==> config.mk <==
export PLATFORM = sky130hd
export DESIGN_NAME = pipe_stage_buf
export DESIGN_NICKNAME = d
export VERILOG_FILES = /design/src/rtl/pipe_stage_buf.sv
export SDC_FILE = /design/constraint.sdc
export NUM_CORES = 1
export LEC_CHECK = 0
export CORE_ASPECT_RATIO = 1.1
export CORE_UTILIZATION = 30
export CTS_CLUSTER_DIAMETER = 120
export DETAILED_ROUTE_END_ITERATION = 10
export PLACE_DENSITY = 0.54
export SETUP_SLACK_MARGIN = 0.4
export SYNTH_ARGS = -nofsm -noshare
export SYNTH_HDL_FRONTEND = slang
export SYNTH_SLANG_ARGS = --single-unit
==> constraint.sdc <==
create_clock -name i_clk -period 29.5 [get_ports i_clk]
set_input_delay 2.95 -clock i_clk [delete_from_list [all_inputs] [get_ports i_clk]]
set_output_delay 2.95 -clock i_clk [all_outputs]
set_load 0.05 [all_outputs]
==> src/rtl/pipe_stage_buf.sv <==
// pipe_stage_buf: elastic valid/ready pipeline register backed by a DEPTH-entry circular buffer.
// Flush or reset empties the buffer so o_data shows the FLUSH_VAL bubble.
module pipe_stage_buf #(
    parameter int DATA_W = 105,
    parameter int DEPTH = 2,
    parameter logic [DATA_W-1:0] FLUSH_VAL = {DATA_W{1'b0}},
    localparam int CW = $clog2(DEPTH + 1),
    localparam int PW = (DEPTH > 1) ? $clog2(DEPTH) : 1
) (
    input  logic              i_clk,
    input  logic              i_rst_n,
    input  logic              i_flush,
    input  logic              i_valid,
    output logic              o_ready,
    input  logic [DATA_W-1:0] i_data,
    output logic              o_valid,
    input  logic              i_ready,
    output logic [DATA_W-1:0] o_data,
    output logic [CW-1:0]     o_count
);
    logic [DATA_W-1:0] mem_q [DEPTH];
    logic [DATA_W-1:0] mem_d [DEPTH];
    logic [PW-1:0]     wr_ptr_q, wr_ptr_d, rd_ptr_q, rd_ptr_d;
    logic [CW-1:0]     count_q, count_d;
    logic              push, pop;

    function automatic logic [PW-1:0] nxt(input logic [PW-1:0] p);
        return (p == PW'(DEPTH - 1)) ? '0 : p + 1'b1;
    endfunction

    // Ready depends only on registered occupancy, never on i_ready.
    always_comb begin
        o_ready = count_q < CW'(DEPTH);
        o_valid = count_q != '0;
        o_count = count_q;
        o_data  = o_valid ? mem_q[rd_ptr_q] : FLUSH_VAL;
        push    = i_valid & o_ready;
        pop     = o_valid & i_ready;
    end

    always_comb begin
        mem_d = mem_q;
        if (push && !i_flush) mem_d[wr_ptr_q] = i_data;
        wr_ptr_d = push ? nxt(wr_ptr_q) : wr_ptr_q;
        rd_ptr_d = pop ? nxt(rd_ptr_q) : rd_ptr_q;
        count_d  = count_q + CW'(push) - CW'(pop);
        if (!i_rst_n || i_flush) begin
            wr_ptr_d = '0;
            rd_ptr_d = '0;
            count_d  = '0;
        end
    end

    always_ff @(posedge i_clk) begin
        mem_q    <= mem_d;
        wr_ptr_q <= wr_ptr_d;
        rd_ptr_q <= rd_ptr_d;
        count_q  <= count_d;
    end
endmodule

==> impl_metrics.toml <==
[outcome]
outcome = "completed"

[route]
met1Wirelength_um = 7246
dr_total_vias = 4650
highest_layer = "met4"
routed-wl-met3_um = 1172
wl_met2_um = 8886
drcViolationCount = 0
drtPass1Iterations = 4
postRouteAntennaNets = 0
dr.first_iter.drc_count = 163
drt-total-wl_um = 17660
viasPerCell = 4.366
wire_per_inst_um = 16.58

[setup_path]
crit_type = "reg2out"
required_ns = 26.55
critPathCaptureType = "output pin"
arrival_ns = 3.66
cp_max_fo = 58
start_kind = "flip-flop"

[placed_design]
place.gp.congestion = 0.7220
portBuffers = 218
placed_area_um2 = 10660
dp_hpwl_um = 11390

[run]
cap_violations = 0

[grt]
gr-total-overflow = 0
antenna_found_initial = 1
grt_max_degree = 69
grt_first_pass_wirelength_um = 27300
grt_usage_pct = 12.55
grt_pass1_vias = 5047

[clocking]
holdBufCountCts = 0
clock_latency_ns = 0.50
post_cts_buffers = 0
clk_pin_slew_ns = 0.06
clockBufferDepth = 3
htree_levels = 1
cts_buffers = 23
cts_tree = "built"
ctsResizeCount = 0
cts.sinks = 214
cts_root_buf = "clkbuf_16"

[finish]
layout.cells.most_common = "clkdlybuf4s50_1"
final_util_pct = 42.86
multi_input_area_um2 = 1592
syn2layout_area_growth_pct = 38.90
drive_above_1_share_pct = 5.478
layout_common_cells = "clkdlybuf4s50_1 (218), edfxtp_1 (210), nor2_1 (108), mux2i_1 (105), clkbuf_16 (23)"
nFillCells = 2390
nets = 808
final_cell_area_um2 = 11340
seq_area_um2 = 6390

[die]
io_pins = 219
die_area_um2 = 27870
die_h_um = 175.0
core-area_um2 = 26450
rows = 62
initial_utilization_pct = 30.86
die_w_um = 159.3

[pwr]
p_per_area_nw_per_um2 = 60.37
comb_power_share_pct = 11.5
ir_worst_vdd_mv = 0.04560
power.share.sequential_pct = 50.8
switching_share_pct = 23.13
clockPowerShare_pct = 37.7
switchingPower_uw = 158.3
power.leakage_nw = 3.573
intPower_uw = 526.2

[sta]
slew_viol_final = 0
grt_setup_unrepaired = "no"
clock_skew_ns = 0.01122
finalSetupViolations = 0
slew_headroom_pct = 30.16
hold_violations = 0
timing_worst_slew_pin_value_ns = 1.048
fmaxAchievable_ghz = 0.1513
period_needed_ns = 6.611
tns_ns = 0
period_share_pct = 22.41

[synth]
syn_nets = 582
netlist.area_leader.share_pct = 77.25
ys_ff_latch = 214
synth_top_area_cell = "edfxtp_1"
synth_area_um2 = 8163
ys_seq_area_share_pct = 78.23
yosys_warnings = 0
synthDistinctLibCells = 20
netlist_instances = 471
synthTopCellsByArea = "edfxtp_1 (77%), mux2i_1 (13%), nor2_1 (5.0%)"
synth_area_per_cell_um2 = 17.33

[worst_hold_path]
hold_class = "reg2reg"
## critical path: stages, from the launching register on
cell	delay [ns]
dfxtp_4	0.93
buf_4	0.91
mux2i_1	0.21
nor2_1	0.18
clkdlybuf4s50_1	0.83
## cell usage after synthesis
cell / count
and4bb_1: 1
a21oi_1: 1
edfxtp_1: 210
o21a_1: 1
nor3_1: 3
a21o_1: 1
buf_2: 10
inv_1: 4
buf_4: 8
nor3b_1: 1
nor2b_1: 1
buf_8: 5
nor2_2: 1
nand2b_1: 2
nor2_1: 108
ha_1: 1
mux2i_1: 105
o21ai_0: 2
xor2_1: 2
dfxtp_1: 4
## per-layer routing
| layer | track usage (%) | up-vias |
|---|---|---|
| met1 | 14.47 | 2269 |
| met4 | 3.646 | 0 |
| met2 | 22.73 | 160 |
| li1 | - | 2195 |
| met5 | 0 | - |
| met3 | 3.371 | 26 |
## sequential cells by signal, indices dropped and copies added (netlist names)
signal    count
mem_q       210
rd_ptr_q      1
o_count       2
wr_ptr_q      1
## stage by stage
step	setup slack, ns	total power [mW]	hold slack [ns]	cells
detailed placement	23.34	0.4339	0.5420	1024
floorplan	18.08	0.3991	0.4941	471
global placement	23.40	0.4326	0.5259	1024
finish	22.89	0.6846	0.5517	1065
CTS	22.80	0.6953	0.5553	1064
global route	22.67	0.7096	0.6061	1064
## final timing paths
kind,from,endpoint,slack [ns],cells past startpoint
setup / recovery,rd_ptr_q,o_data[23],22.89,4
hold / removal,wr_ptr_q,wr_ptr_q,0.55,2
setup reg to reg,o_count[1],mem_q[101],27.42,3
hold reg to reg,wr_ptr_q,wr_ptr_q,0.55,2
## cell type report
type                    instances  share of cell area (%)
multi-input cells             230                   14.04
inverters                       4                  0.1324
clock inverters                12                  0.6842
diodes                          1                 0.02207
repair buffers                224                   19.64
flip-flops and latches        214                   56.36
clock buffers                  28                   5.242
well taps                     352                   3.884
## power by group through the flow
stage | clock network (mW) | registers, mW | logic, mW
after floorplan | 0 | 0.356 | 0.0435
after global placement | 0 | 0.354 | 0.0788
after detailed placement | 0 | 0.354 | 0.0797
after CTS | 0.267 | 0.348 | 0.0800
after global routing | 0.278 | 0.349 | 0.0833
final | 0.258 | 0.348 | 0.0788
## logic make-up (layout without fill, tap and decap cells)
group	count (synthesis)	in the layout	synth area share [%]
mux	105	105	12.88
other cells	0	1	0
flops	214	214	78.23
buf+inv	27	268	2.452
xor+xnor	2	2	0.2146
simple gates	117	117	5.702
fa+ha+maj	1	1	0.1533
compound gates	5	5	0.3679
Note: power is estimated with default switching activity, not from simulation.
